`config.mk`:
```
export PLATFORM = sky130hd
export DESIGN_NAME = pcie_tx_multilane_flat
export DESIGN_NICKNAME = d
export VERILOG_FILES = /design/src/rtl/pcie_tx_multilane_if.sv /design/src/rtl/pcie_tx_multilane.sv /design/src/flat_wrapper.sv
export SDC_FILE = /design/constraint.sdc
export NUM_CORES = 1
export LEC_CHECK = 0
export CAP_MARGIN = 20
export CORE_MARGIN = 2
export CORE_UTILIZATION = 35
export CTS_CLUSTER_DIAMETER = 50
export DETAILED_ROUTE_END_ITERATION = 7
export DONT_BUFFER_PORTS = 1
export GPL_ROUTABILITY_DRIVEN = 0
export GPL_TIMING_DRIVEN = 0
export HOLD_SLACK_MARGIN = 0.03
export PLACE_DENSITY = 0.47
export RECOVER_POWER = 100
export SYNTH_ARGS = -nofsm -noshare
export SYNTH_HDL_FRONTEND = slang
export SYNTH_SLANG_ARGS = --single-unit
```
`constraint.sdc`:
```
create_clock -name clk -period 11.27 [get_ports clk]
set_clock_uncertainty 0.2 [all_clocks]
set_input_delay 1.127 -clock clk [delete_from_list [all_inputs] [get_ports clk]]
set_output_delay 1.127 -clock clk [all_outputs]
set_load 0.02 [all_outputs]
```
`src/rtl/pcie_tx_multilane_if.sv`:
```
`default_nettype none
// ============================================================================
//  Module      : pcie_tx_multilane_if
//  Description : Word-input handshake and per-lane serial output bundle for
//                the multi-lane PCIe transmitter.
//  Revision    : 1.0 - initial release
// ============================================================================
interface pcie_tx_multilane_if #(
  parameter int LANES = 2
);
  logic [31:0]      dataIn;
  logic [3:0]       kIn;
  logic [1:0]       dataS;
  logic             valid;
  logic             ready;
  logic [LANES-1:0] serialOut;
  logic [LANES-1:0] kOut;
  logic             symStart;

  // Source / observer side
  modport master (
    output dataIn, kIn, dataS, valid,
    input  ready, serialOut, kOut, symStart
  );

  // Transmitter side
  modport slave (
    input  dataIn, kIn, dataS, valid,
    output ready, serialOut, kOut, symStart
  );
endinterface
`default_nettype wire

```
`src/rtl/pcie_tx_multilane.sv`:
```
`default_nettype none
// ============================================================================
//  Module      : pcie_tx_multilane
//  Description : Accepts 1/2/4-byte words with per-byte K flags into a circular
//                byte queue and stripes whole symbols round-robin across LANES
//                serial lanes, LSB first. Lanes send IDLE_SYM (K=1) whenever a
//                complete stripe is not available.
//  Revision    : 1.0 - initial release
// ============================================================================
module pcie_tx_multilane #(
  parameter int         LANES    = 2,
  parameter int         DEPTH    = 8,
  parameter logic [7:0] IDLE_SYM = 8'hBC
) (
  input  logic               clk,
  input  logic               rst,
  input  logic               enb,
  pcie_tx_multilane_if.slave bus
);
  localparam int PW = (DEPTH > 1) ? $clog2(DEPTH) : 1;
  localparam int CW = $clog2(DEPTH + 1);

  logic [8:0]       qMem [DEPTH];
  logic [PW-1:0]    rdPtr;
  logic [PW-1:0]    wrPtr;
  logic [CW-1:0]    count;
  logic [2:0]       bitCnt;
  logic [7:0]       shiftReg [LANES];
  logic [LANES-1:0] kReg;

  logic [2:0]       nBytes;
  logic             wrEn;
  logic             loadEdge;
  logic             popEn;

  // Circular pointer advance; inc never exceeds DEPTH so one wrap suffices
  function automatic logic [PW-1:0] ptrAdd(input logic [PW-1:0] p, input int inc);
    int s;
    s = int'(p) + inc;
    if (s >= DEPTH) s = s - DEPTH;
    return PW'(s);
  endfunction

  // Byte count of the selected word width (reserved code accepts nothing)
  always_comb begin
    nBytes = 3'd0;
    case (bus.dataS)
      2'b00:   nBytes = 3'd1;
      2'b01:   nBytes = 3'd2;
      2'b10:   nBytes = 3'd4;
      default: nBytes = 3'd0;
    endcase
  end

  // Free space is judged on the pre-edge count; a same-edge pop is not credited
  assign bus.ready = enb && (bus.dataS != 2'b11) &&
                     ((DEPTH - int'(count)) >= int'(nBytes));
  assign wrEn      = bus.valid && bus.ready;
  assign loadEdge  = enb && (bitCnt == 3'd7);
  // A stripe is only popped whole; bytes written on this edge are not counted
  assign popEn     = loadEdge && (int'(count) >= LANES);

  // Queue storage; slots written are always free because of the ready rule
  always_ff @(posedge clk) begin
    if (rst && wrEn) begin
      for (int i = 0; i < 4; i++) begin
        if (i < int'(nBytes)) begin
          qMem[ptrAdd(wrPtr, i)] <= {bus.kIn[i], bus.dataIn[8*i +: 8]};
        end
      end
    end
  end

  // Queue pointers and occupancy, with simultaneous write and pop
  always_ff @(posedge clk or negedge rst) begin
    if (!rst) begin
      rdPtr <= '0;
      wrPtr <= '0;
      count <= '0;
    end else if (enb) begin
      if (wrEn)  wrPtr <= ptrAdd(wrPtr, int'(nBytes));
      if (popEn) rdPtr <= ptrAdd(rdPtr, LANES);
      count <= CW'(int'(count) + (wrEn ? int'(nBytes) : 0) - (popEn ? LANES : 0));
    end
  end

  // Bit counter and per-lane shifters: shift 7 edges, reload on the 8th
  always_ff @(posedge clk or negedge rst) begin
    if (!rst) begin
      bitCnt <= 3'd0;
      kReg   <= '1;
      for (int l = 0; l < LANES; l++) shiftReg[l] <= IDLE_SYM;
    end else if (enb) begin
      bitCnt <= bitCnt + 3'd1;
      for (int l = 0; l < LANES; l++) begin
        if (bitCnt == 3'd7) begin
          if (popEn) begin
            {kReg[l], shiftReg[l]} <= qMem[ptrAdd(rdPtr, l)];
          end else begin
            shiftReg[l] <= IDLE_SYM;
            kReg[l]     <= 1'b1;
          end
        end else begin
          shiftReg[l] <= {1'b0, shiftReg[l][7:1]};
        end
      end
    end
  end

  generate
    for (genvar l = 0; l < LANES; l++) begin : g_lane
      assign bus.serialOut[l] = shiftReg[l][0];
    end
  endgenerate

  assign bus.kOut     = kReg;
  assign bus.symStart = (bitCnt == 3'd0);
endmodule
`default_nettype wire
```
`src/flat_wrapper.sv`:
```
// flat-port wrapper written by rule: the top's interface ports become plain ports
module pcie_tx_multilane_flat 
#(
  parameter int         LANES    = 2,
  parameter int         DEPTH    = 8,
  parameter logic [7:0] IDLE_SYM = 8'hBC
)
  (clk, rst, enb, bus_dataIn, bus_kIn, bus_dataS, bus_valid, bus_ready, bus_serialOut, bus_kOut, bus_symStart);
  pcie_tx_multilane_if #(.LANES(LANES)) bus_i ();
  input  logic clk;
  input  logic rst;
  input  logic enb;
  input wire logic [$bits(bus_i.dataIn)-1:0] bus_dataIn;
  input wire logic [$bits(bus_i.kIn)-1:0] bus_kIn;
  input wire logic [$bits(bus_i.dataS)-1:0] bus_dataS;
  input wire logic [$bits(bus_i.valid)-1:0] bus_valid;
  output wire logic [$bits(bus_i.ready)-1:0] bus_ready;
  output wire logic [$bits(bus_i.serialOut)-1:0] bus_serialOut;
  output wire logic [$bits(bus_i.kOut)-1:0] bus_kOut;
  output wire logic [$bits(bus_i.symStart)-1:0] bus_symStart;
  assign bus_i.dataIn = bus_dataIn;
  assign bus_i.kIn = bus_kIn;
  assign bus_i.dataS = bus_dataS;
  assign bus_i.valid = bus_valid;
  assign bus_ready = bus_i.ready;
  assign bus_serialOut = bus_i.serialOut;
  assign bus_kOut = bus_i.kOut;
  assign bus_symStart = bus_i.symStart;
  pcie_tx_multilane #(.LANES(LANES), .DEPTH(DEPTH), .IDLE_SYM(IDLE_SYM)) u_core (.clk(clk), .rst(rst), .enb(enb), .bus(bus_i));
endmodule
```
==> summary.txt, run 1 <==
Worst setup path
  – Required time worst endpoint: 11310 ps
  – Worst setup path category: primary input to flop
  – Critical Path End Type: flop
  – Data arrival time of the worst path: 6020 ps
  – Worst reg-to-reg setup slack: 5800 ps
  – Setup crit start kind: primary input
  – RR Startpoint: u_core.count[1]
  – Critical path peak fanout: 10
  – Worst reg2reg path depth: 20
  – Worst flop-to-flop path endpoint: u_core.count[3]

Layout
  – Diodes inserted: 0
  – Fraction of layout instances using a drive strength above 1: 0.113
  – Area growth from synthesis to final layout: 7.86%
  – Final layout net count: 739
  – Number of non-filler instances in the completed layout: 945
  – Leading cell types in the layout, fill and taps excluded: 72 x sky130_fd_sc_hd__edfxtp_1, 69 x sky130_fd_sc_hd__mux2i_1, 58 x sky130_fd_sc_hd__o22ai_1, 49 x sky130_fd_sc_hd__clkbuf_1, 47 x sky130_fd_sc_hd__a21oi_1
  – Most frequent standard cell in the layout excluding fill and tap cells: sky130_fd_sc_hd__edfxtp_1

CTS
  – Post-CTS Resized: 0
  – Number of buffers created by CTS: 9
  – Bufs on Longest Clock Path: 2
  – CTS root buffer: sky130_fd_sc_hd__clkbuf_16
  – Post-CTS Repair Setup Buffers: 0
  – Clock-pin slew on the worst setup and hold paths: 70 ps
  – TritonCTS clock tree: built
  – Clock latency at the later pin of the worst-skew pair: 360 ps
  – Quantity of hold-fixing buffers added after cts: 0
  – CTS Sinks: 102
  – Htree depth: 3

Synthesis
  – Number of synthesized flops with an enable pin: 72
  – Instance count of the mapped netlist: 657
  – Main combinational cell family by area after synthesis: compound AO/OA/AOI/OAI gates
  – Cell Area, Synth: 0.00697 mm²
  – YS warnings: 0
  – Top flip-flop cell by instance count after synthesis: sky130_fd_sc_hd__edfxtp_1
  – Share of synthesized area occupied by flip-flops and latches: 0.420
  – Synth Area in Compound Gates: 0.190
  – Number of synthesized register bits: 102
  – Proportion of register bits with asynchronous set or reset after synthesis: 0.294
  – Number of library cell types mapped by synthesis: 65
  – Simple logic cell fraction of the synthesized area: 0.0933
  – Fraction of synthesized cell area in xor and xnor cells: 0.0187
  – Number of nets in the synthesized netlist: 721
  – Fraction of the mapped netlist area in adder cells: 0.0416
  – Multiplexer fraction of the synthesized cell area: 0.167
  – Mean area per synthesized cell: 10.6 µm²

GRT
  – Antenna violations before repair: 0
  – Remaining global-route overflow: 0
  – Vias in the first global route: 5749
  – Global-route wire length before repair: 36.7 mm
  – Largest net degree at the start of global routing: 36
  – GRT Total Usage: 0.233

Routing
  – Average wire per standard cell: 26.0 µm
  – Final routed wirelength across all metal layers: 24.6 mm
  – ANT nets after route: 0
  – Overall via count from detail_route: 5805
  – Number of iterations in the first detailed-routing pass: 6
  – Final routed DRC violation total: 0
  – Post-detailed-route via-to-cell ratio: 6.14
  – DRC violation total after the first TritonRoute iteration: 819

Floorplanning
  – Die Y-Extent: 145 µm
  – I/O pin count: 48
  – CORE AREA: 0.0195 mm²
  – Die area: 0.0211 mm²
  – Effective utilization at floorplan: 0.357
  – Site Rows: 51
  – Overall die width: 145 µm

Pwr
  – Static leakage power: 2.86 nW
  – Share of power burned in registers: 0.363
  – Clock share of power: 0.226
  – Total internal power: 0.863 mW
  – Worst supply voltage drop on vdd: 0.0000920 V
  – Power, Total: 1.42 mW
  – Switching part of the total: 0.391
  – Portion of total power attributed to combinational logic: 0.411
  – Power per Cell Area: 189 mW/mm²
  – Net switching power: 0.554 mW

STA
  – Share of the clock period used by the worst path after layout: 0.531
  – Setup TNS: 0 ps
  – Final critical-path required period: 5990 ps
  – Final Slew Violations: 0
  – Maximum clock rate: 167 MHz
  – RSZ-0062 raised after global routing: no
  – Total setup violations reported at the end of the flow: 0
  – Endpoints failing hold: 0
  – Worst max-slew margin expressed relative to the limit: 0.305
  – Actual transition at the worst max-transition pin: 1030 ps

Status
  – Status: finished, final reports clean

Job
  – Max cap viols: 0

Min path
  – Tightest Hold Check Type: primary input to asynchronous set/reset pin

Placement
  – I/O Buffers: 0
  – Final HPWL from detailed placement: 17.8 mm
  – Placed cells: 929
## registers in the layout, indices dropped and copies added (netlist names)
name,count
u_core.bus.serialOut,2
u_core.bitCnt,3
u_core.bus.kOut,2
u_core.count,4
u_core.wrPtr,3
u_core.shiftReg,14
u_core.rdPtr,2
u_core.qMem,72
## cell type report
cell class / count / area, µm²
fillers: 1979 / 12000
multi-input cells: 450 / 3510
flip-flops and latches: 102 / 2930
well taps: 265 / 332
plain buffers: 75 / 315
clock buffers: 11 / 233
inverters: 30 / 113
clock inverters: 5 / 58.8
repair buffers: 7 / 30.0
## worst max path at each step
stage	startpoint	to	slack, ps	depth (start not counted)
final	bus_dataS[0]	u_core.count[3]	5280	21
after detailed placement	bus_dataS[0]	u_core.count[3]	5730	21
after CTS	bus_dataS[0]	u_core.count[3]	6080	21
after global placement	bus_dataS[0]	u_core.qMem[1][0]	4830	12
after floorplan	bus_dataS[0]	u_core.count[3]	6580	21
after global routing	bus_dataS[0]	u_core.count[3]	4690	21
## routing by layer
| layer | wire (µm) | GRT usage | share of wire |
|---|---|---|---|
| met2 | 11200 | 0.363 | 0.46 |
| met4 | 573 | 0.0750 | 0.023 |
| met5 | 0 | 0 | 0 |
| met1 | 10500 | 0.326 | 0.43 |
| met3 | 2220 | 0.0491 | 0.090 |
## worst max-delay path: stages
cell and delay, ps:
sky130_fd_sc_hd__inv_1 80, sky130_fd_sc_hd__ha_1 150, sky130_fd_sc_hd__clkbuf_1 270, sky130_fd_sc_hd__inv_1 170, sky130_fd_sc_hd__ha_1 300, sky130_fd_sc_hd__o21ai_0 90
sky130_fd_sc_hd__o21bai_1 390, sky130_fd_sc_hd__o21ai_0 210, sky130_fd_sc_hd__clkinv_1 120, sky130_fd_sc_hd__clkbuf_1 400, sky130_fd_sc_hd__clkbuf_1 440, sky130_fd_sc_hd__clkbuf_1 790
sky130_fd_sc_hd__nand3_1 200, sky130_fd_sc_hd__ha_1 320, sky130_fd_sc_hd__inv_1 40, sky130_fd_sc_hd__ha_1 320, sky130_fd_sc_hd__o21a_1 110, sky130_fd_sc_hd__nor2_1 110
sky130_fd_sc_hd__xnor2_1 120, sky130_fd_sc_hd__nand2_1 80, sky130_fd_sc_hd__xnor2_1 160
## logic make-up after synthesis
logic type | Yosys count
xor gates and xnor gates | 14
DFF | 102
and+or+nand+nor | 118
AOI/OAI and AO/OA | 203
muxes | 93
buffers and inverters | 105
adders and majority gates | 22
## power by group through the flow
stage	Combinational (mW)	Clock (mW)	Sequential, mW
detailed placement	0.602	0	0.524
global placement	0.589	0	0.520
global route	0.644	0.339	0.523
floorplan	0.440	0	0.513
CTS	0.604	0.323	0.516
finish	0.582	0.320	0.514
## Yosys cell counts, types with 3 or more instances
cell | n | area (µm²)
sky130_fd_sc_hd__a21o_1 | 6 | 45.0
sky130_fd_sc_hd__and3_1 | 3 | 18.8
sky130_fd_sc_hd__xor2_1 | 4 | 35.0
sky130_fd_sc_hd__a21oi_2 | 8 | 70.1
sky130_fd_sc_hd__nand2b_1 | 3 | 18.8
sky130_fd_sc_hd__nor2_1 | 34 | 128
sky130_fd_sc_hd__mux4_2 | 18 | 405
sky130_fd_sc_hd__clkbuf_1 | 27 | 101
sky130_fd_sc_hd__mux2_2 | 5 | 56.3
sky130_fd_sc_hd__a211oi_1 | 4 | 30.0
sky130_fd_sc_hd__nand2_1 | 33 | 124
sky130_fd_sc_hd__edfxtp_1 | 72 | 2160
sky130_fd_sc_hd__ha_1 | 20 | 250
sky130_fd_sc_hd__nand3_1 | 10 | 50.1
sky130_fd_sc_hd__buf_4 | 3 | 22.5
sky130_fd_sc_hd__o21ai_0 | 20 | 100
sky130_fd_sc_hd__dfrtp_1 | 18 | 450
sky130_fd_sc_hd__o22ai_1 | 58 | 363
sky130_fd_sc_hd__mux2i_1 | 69 | 691
sky130_fd_sc_hd__dfstp_2 | 12 | 315
sky130_fd_sc_hd__nor2b_1 | 7 | 43.8
sky130_fd_sc_hd__o221ai_1 | 8 | 70.1
sky130_fd_sc_hd__a22oi_1 | 25 | 188
sky130_fd_sc_hd__nand4_1 | 4 | 25.0
sky130_fd_sc_hd__buf_1 | 21 | 78.8
sky130_fd_sc_hd__a21oi_1 | 42 | 210
sky130_fd_sc_hd__xnor2_1 | 9 | 78.8
sky130_fd_sc_hd__o21ai_1 | 8 | 40.0
sky130_fd_sc_hd__o211ai_1 | 4 | 30.0
sky130_fd_sc_hd__buf_2 | 15 | 75.1
sky130_fd_sc_hd__inv_1 | 28 | 105
sky130_fd_sc_hd__buf_6 | 7 | 78.8
sky130_fd_sc_hd__a2bb2oi_1 | 4 | 35.0
sky130_fd_sc_hd__or3_1 | 3 | 18.8
sky130_fd_sc_hd__o2111ai_1 | 4 | 35.0
## through the flow
stage               hold slack [ps]  instance area [µm²]  setup WS [ps]  utilization
finish                          253                 7520           5280        0.385
global route                    235                 7520           4690        0.385
detailed placement              271                 7390           5730        0.378
global placement                257                 7300           4830        0.374
CTS                             246                 7680           6080        0.393
floorplan                       248                 6970           6580            -
Note: power is estimated with default switching activity, not from simulation.
==> inputs of run 2 (changes only) <==
--- a/config.mk
+++ b/config.mk
@@ -14,7 +14,7 @@
 export GPL_ROUTABILITY_DRIVEN = 0
 export GPL_TIMING_DRIVEN = 0
 export HOLD_SLACK_MARGIN = 0.03
-export PLACE_DENSITY = 0.47
+export PLACE_DENSITY = 0.49
 export RECOVER_POWER = 100
 export SYNTH_ARGS = -nofsm -noshare
 export SYNTH_HDL_FRONTEND = slang
==> constraint.sdc (replaced) <==
create_clock -name clk -period 5.4 [get_ports clk]
set_clock_uncertainty 0.2 [all_clocks]
set_input_delay 0.54 -clock clk [delete_from_list [all_inputs] [get_ports clk]]
set_output_delay 0.54 -clock clk [all_outputs]
set_load 0.02 [all_outputs]
==> summary.txt, run 2 (synthesis gave the netlist of run 1 again) <==
CTS
  – Bufs on Longest Clock Path: 2
  – CTS Sinks: 102
  – TritonCTS clock tree: built
  – CTS root buffer: sky130_fd_sc_hd__clkbuf_16
  – Htree depth: 3
  – Clock latency at the later pin of the worst-skew pair: 360 ps
  – Post-CTS Repair Setup Buffers: 0
  – Quantity of hold-fixing buffers added after cts: 2
  – Number of buffers created by CTS: 9
  – Post-CTS Resized: 0
  – Clock-pin slew on the worst setup and hold paths: 80 ps

STA
  – Worst hold margin: 202 ps
  – Final critical-path required period: 4720 ps
  – Worst max-slew margin expressed relative to the limit: -0.177
  – Endpoints failing hold: 0
  – RSZ-0062 raised after global routing: no
  – Total setup violations reported at the end of the flow: 0
  – Share of the clock period used by the worst path after layout: 0.874
  – Final Slew Violations: 39
  – Actual transition at the worst max-transition pin: 1760 ps
  – Maximum clock rate: 212 MHz

GRT
  – Largest net degree at the start of global routing: 31
  – Vias in the first global route: 5541
  – Antenna violations before repair: 1
  – GRT Total Usage: 0.228
  – Global-route wire length before repair: 35.9 mm
  – Remaining global-route overflow: 0

Layout
  – Fraction of layout instances using a drive strength above 1: 0.116
  – Most frequent standard cell in the layout excluding fill and tap cells: sky130_fd_sc_hd__edfxtp_1
  – Final layout net count: 740
  – Area of combinational cells with multiple inputs: 0.00349 mm²
  – Register Area: 0.00293 mm²
  – Largest registers: u_core.qMem x72, u_core.shiftReg x14, u_core.count x4
  – Fill count: 1979
  – Fin util: 0.384
  – Diodes inserted: 0
  – Largest register FFs: 72
  – Leading cell types in the layout, fill and taps excluded: 72 x sky130_fd_sc_hd__edfxtp_1, 69 x sky130_fd_sc_hd__mux2i_1, 58 x sky130_fd_sc_hd__o22ai_1, 46 x sky130_fd_sc_hd__a21oi_1, 45 x sky130_fd_sc_hd__clkbuf_1
  – Area growth from synthesis to final layout: 7.66%
  – Largest reg by FF count: u_core.qMem

Placement
  – Final HPWL from detailed placement: 17.4 mm
  – I/O Buffers: 0

Floorplanning
  – Effective utilization at floorplan: 0.357
  – I/O pin count: 48
  – Die Y-Extent: 145 µm
  – Overall die width: 145 µm
  – Site Rows: 51
  – Die area: 0.0211 mm²
  – CORE AREA: 0.0195 mm²

Worst setup path
  – Cell-by-cell listing of the critical path: inv_1 -> ha_1 -> ha_1 -> o21ai_0 -> o21bai_1 -> o21ai_0 -> or3_1 -> clkbuf_1 -> and2_0 -> clkbuf_1 -> o311ai_1 -> clkbuf_1
  – Required time worst endpoint: 5270 ps
  – Number of stages on the worst setup path: 12
  – Critical path peak fanout: 10
  – Launch point of the critical path: u_core.count[1]
  – Cell mode on critical path: sky130_fd_sc_hd__clkbuf_1
  – Worst setup path category: flop to flop
  – Worst reg-to-reg setup slack: 680 ps
  – Buffers & Inverters on Critical Path: 4
  – Worst flop-to-flop path endpoint: u_core.qMem[1][1]
  – Cell with the largest stage delay on the worst path: sky130_fd_sc_hd__clkbuf_1
  – Data arrival time of the worst path: 4590 ps
  – Critical Path End Type: flop
  – Worst reg2reg path depth: 12
  – RR Startpoint: u_core.count[1]
  – Delay of the slowest critical-path stage: 580 ps
  – Setup crit start kind: flop
  – Worst path top cell family by delay: buffers and inverters
  – Critical path destination: u_core.qMem[1][1]

Routing
  – Final routed DRC violation total: 0
  – Final routed wirelength across all metal layers: 24.4 mm
  – ANT nets after route: 0
  – Number of iterations in the first detailed-routing pass: 5
  – DRC violation total after the first TritonRoute iteration: 888
  – Average wire per standard cell: 25.8 µm
  – Overall via count from detail_route: 5762
  – Post-detailed-route via-to-cell ratio: 6.09

Pwr
  – Static leakage power: 2.88 nW
  – Power, Total: 2.93 mW
  – Worst supply voltage drop on vdd: 0.000209 V
  – Power per Cell Area: 391 mW/mm²

Min path
  – Tightest Hold Check Type: primary input to flop
  – Worst Hold Depth: 1

Job
  – Max cap viols: 2

Status
  – Violated checks: max-capacitance violations, max-slew violations
  – Status: finished, violations left
[run 2: worst min path at each step]
stage | from | end | slack, ps
global route | bus_dataIn[24] | u_core.qMem[1][0] | 200
finish | bus_dataIn[24] | u_core.qMem[1][0] | 200
global placement | rst | u_core.bitCnt[0] | 50
detailed placement | rst | u_core.bitCnt[0] | 50
floorplan | rst | u_core.bitCnt[0] | 40
CTS | bus_dataIn[24] | u_core.qMem[1][0] | 190
[run 2: layout make-up]
cell class,count,share of cell area
Clock inverter,7,0.00734
Sequential cell,102,0.390
Buffer,75,0.0422
Multi-Input combinational cell,450,0.465
Tap cell,265,0.0442
Timing Repair Buffer,8,0.00584
Inverter,30,0.0150
Clock buffer,9,0.0300
[run 2: routing by layer]
layer | global-route usage | routed length [µm]
met3 | 0.0456 | 2030
met4 | 0.0618 | 629
met5 | 0 | 0
met2 | 0.357 | 11100
met1 | 0.322 | 10600
[run 2: where the power goes]
group / switching, mW / total (mW) / internal, mW
Clock: 0.322 / 0.641 / 0.318
Sequential: 0.0785 / 1.07 / 0.993
Combinational: 0.769 / 1.22 / 0.451
[run 2: worst reg2reg max path: stages (launching register included)]
cell,delay [ps]
sky130_fd_sc_hd__dfrtp_1,520
sky130_fd_sc_hd__inv_1,80
sky130_fd_sc_hd__ha_1,290
sky130_fd_sc_hd__ha_1,290
sky130_fd_sc_hd__o21ai_0,250
sky130_fd_sc_hd__o21bai_1,210
sky130_fd_sc_hd__o21ai_0,300
sky130_fd_sc_hd__or3_1,170
sky130_fd_sc_hd__clkbuf_1,580
sky130_fd_sc_hd__and2_0,220
sky130_fd_sc_hd__clkbuf_1,510
sky130_fd_sc_hd__o311ai_1,490
sky130_fd_sc_hd__clkbuf_1,330
[run 2: through the flow]
stage	instance area, µm²	setup TNS [ps]	cells	worst slack, ps
finish	7500	0	946	683
global route	7500	0	946	304
CTS	7690	0	946	777
detailed placement	7380	0	928	409
global placement	7300	-3250	922	-361
floorplan	6970	0	657	1300
==> inputs of run 3 (changes only) <==
--- a/config.mk
+++ b/config.mk
@@ -6,7 +6,7 @@
 export NUM_CORES = 1
 export LEC_CHECK = 0
 export CAP_MARGIN = 20
-export CORE_MARGIN = 2
+export CORE_MARGIN = 3
 export CORE_UTILIZATION = 35
 export CTS_CLUSTER_DIAMETER = 50
 export DETAILED_ROUTE_END_ITERATION = 7
==> summary.txt, run 3 (synthesis gave the netlist of run 1 again) <==
STA
  – Maximum clock rate: 211 MHz
  – Worst max-slew margin expressed relative to the limit: -0.163
  – Final critical-path required period: 4740 ps
  – Total setup violations reported at the end of the flow: 0
  – Endpoints failing hold: 0
  – Actual transition at the worst max-transition pin: 1740 ps
  – Final Slew Violations: 31
  – RSZ-0062 raised after global routing: no
  – Final critical-path setup slack: 662 ps
  – Share of the clock period used by the worst path after layout: 0.877

Layout
  – Leading cell types in the layout, fill and taps excluded: 72 x sky130_fd_sc_hd__edfxtp_1, 69 x sky130_fd_sc_hd__mux2i_1, 58 x sky130_fd_sc_hd__o22ai_1, 50 x sky130_fd_sc_hd__clkbuf_1, 45 x sky130_fd_sc_hd__a21oi_1
  – Largest reg by FF count: u_core.qMem
  – Largest registers: u_core.qMem x72, u_core.shiftReg x14, u_core.count x4
  – Final layout net count: 741
  – Area growth from synthesis to final layout: 7.52%
  – Number of non-filler instances in the completed layout: 942
  – Fill count: 1953
  – Area of combinational cells with multiple inputs: 0.00349 mm²
  – Most frequent standard cell in the layout excluding fill and tap cells: sky130_fd_sc_hd__edfxtp_1
  – Register Area: 0.00293 mm²
  – Largest register FFs: 72
  – Fraction of layout instances using a drive strength above 1: 0.113
  – Fin util: 0.392
  – Diodes inserted: 0

Floorplanning
  – Overall die width: 147 µm
  – CORE AREA: 0.0191 mm²
  – Die Y-Extent: 147 µm
  – I/O pin count: 48
  – Site Rows: 50
  – Die area: 0.0216 mm²
  – Effective utilization at floorplan: 0.364

Worst setup path
  – RR Startpoint: u_core.count[1]
  – Buffers & Inverters on Critical Path: 4
  – Critical Path End Type: flop
  – Worst flop-to-flop path endpoint: u_core.qMem[1][1]
  – Delay of the slowest critical-path stage: 570 ps
  – Worst reg-to-reg setup slack: 660 ps
  – Cell-by-cell listing of the critical path: inv_1 -> ha_1 -> ha_1 -> o21ai_0 -> o21bai_1 -> o21ai_0 -> or3_1 -> clkbuf_1 -> and2_0 -> clkbuf_1 -> o311ai_0 -> clkbuf_1
  – Data arrival time of the worst path: 4550 ps
  – Critical path peak fanout: 10
  – Cell mode on critical path: sky130_fd_sc_hd__clkbuf_1
  – Worst reg2reg path depth: 12
  – Required time worst endpoint: 5210 ps
  – Setup crit start kind: flop
  – Worst path top cell family by delay: buffers and inverters
  – Worst setup path category: flop to flop
  – Cell with the largest stage delay on the worst path: sky130_fd_sc_hd__clkbuf_1

GRT
  – Remaining global-route overflow: 0
  – Global-route wire length before repair: 36.4 mm
  – Antenna violations before repair: 1
  – Vias in the first global route: 5778
  – Largest net degree at the start of global routing: 31
  – GRT Total Usage: 0.224

Pwr
  – Static leakage power: 2.88 nW
  – Portion of total power attributed to combinational logic: 0.414
  – Total internal power: 1.78 mW
  – Worst supply voltage drop on vdd: 0.000154 V
  – Net switching power: 1.13 mW
  – Clock share of power: 0.219
  – Share of power burned in registers: 0.368
  – Power per Cell Area: 389 mW/mm²
  – Power, Total: 2.92 mW
  – Switching part of the total: 0.388

CTS
  – CTS Sinks: 102
  – CTS root buffer: sky130_fd_sc_hd__clkbuf_16
  – Bufs on Longest Clock Path: 2
  – Number of buffers created by CTS: 9
  – TritonCTS clock tree: built
  – Clock latency at the later pin of the worst-skew pair: 360 ps
  – Post-CTS Repair Setup Buffers: 0
  – Htree depth: 3
  – Clock-pin slew on the worst setup and hold paths: 70 ps

Status
  – Violated checks: max-capacitance violations, max-slew violations
  – Status: finished, violations left

Routing
  – Post-detailed-route via-to-cell ratio: 6.09
  – Final routed wirelength across all metal layers: 24.2 mm
  – DRC violation total after the first TritonRoute iteration: 798
  – Overall via count from detail_route: 5739
  – Final routed DRC violation total: 0
  – Average wire per standard cell: 25.7 µm
  – Number of iterations in the first detailed-routing pass: 6
  – ANT nets after route: 0

Min path
  – Worst Hold Depth: 1
  – Start point of the worst min-delay path: bus_dataIn[24]
  – Hold path endpoint: u_core.qMem[1][0]
  – Tightest Hold Check Type: primary input to flop

Placement
  – Final HPWL from detailed placement: 17.5 mm
  – Worst slack at placement: 432 ps
  – Placed cells: 924
  – I/O Buffers: 0

Job
  – Max cap viols: 1
run 3: final cells by class:
type,instances,area share
clock buffer,13,0.0349
tap,260,0.0434
timing repair buffer,9,0.00584
sequential,102,0.391
clock inverter,3,0.00250
multi-input combinational,450,0.466
buffer,75,0.0419
inverter,30,0.0150
run 3: power groups by stage:
stage / Sequential [mW] / Combinational (mW) / Clock, mW
6_report: 1.07 / 1.21 / 0.638
5_1_grt: 1.09 / 1.32 / 0.677
4_1_cts: 1.08 / 1.26 / 0.647
3_5_place_dp: 1.09 / 1.25 / 0
3_3_place_gp: 1.09 / 1.22 / 0
2_1_floorplan: 1.07 / 0.918 / 0
run 3: worst max path at each step:
stage	startpoint	endpoint	slack, ps	depth (start not counted)
after detailed placement	bus_dataS[0]	u_core.count[3]	430	21
after CTS	bus_dataS[0]	u_core.count[3]	800	21
after floorplan	bus_dataS[0]	u_core.count[3]	1300	21
after global placement	bus_dataS[0]	u_core.qMem[1][6]	-210	12
final	u_core.count[1]	u_core.qMem[1][1]	660	12
after global routing	u_core.count[1]	u_core.count[3]	440	20
run 3: metal layers:
| metal | track usage | routed length [µm] |
|---|---|---|
| met1 | 0.311 | 10600 |
| met2 | 0.352 | 11100 |
| met3 | 0.0392 | 1670 |
| met4 | 0.0806 | 854 |
| met5 | 0 | 0 |
run 3: timing repair:
action	in CTS	in global routing
endpoints found under the hold margin	30	0
hold buffers	2	0
gates resized for setup	0	0
run 3: metrics by stage:
stage / setup TNS [ps] / instance area, µm² / hold WS [ps]
6_report: 0 / 7490 / 207
5_1_grt: 0 / 7490 / 196
4_1_cts: 0 / 7680 / 192
3_5_place_dp: 0 / 7370 / 45.9
3_3_place_gp: -1850 / 7300 / 45.9
2_1_floorplan: 0 / 6970 / 44.4
run 3: worst register-to-register path, delay by kind of cell, from the launching register on:
family	cells	cell delay, ps
adders and majority gates	2	570
buffers and inverters	4	1580
DFF	1	510
and+or+nand+nor	2	380
AOI/OAI and AO/OA	4	1160
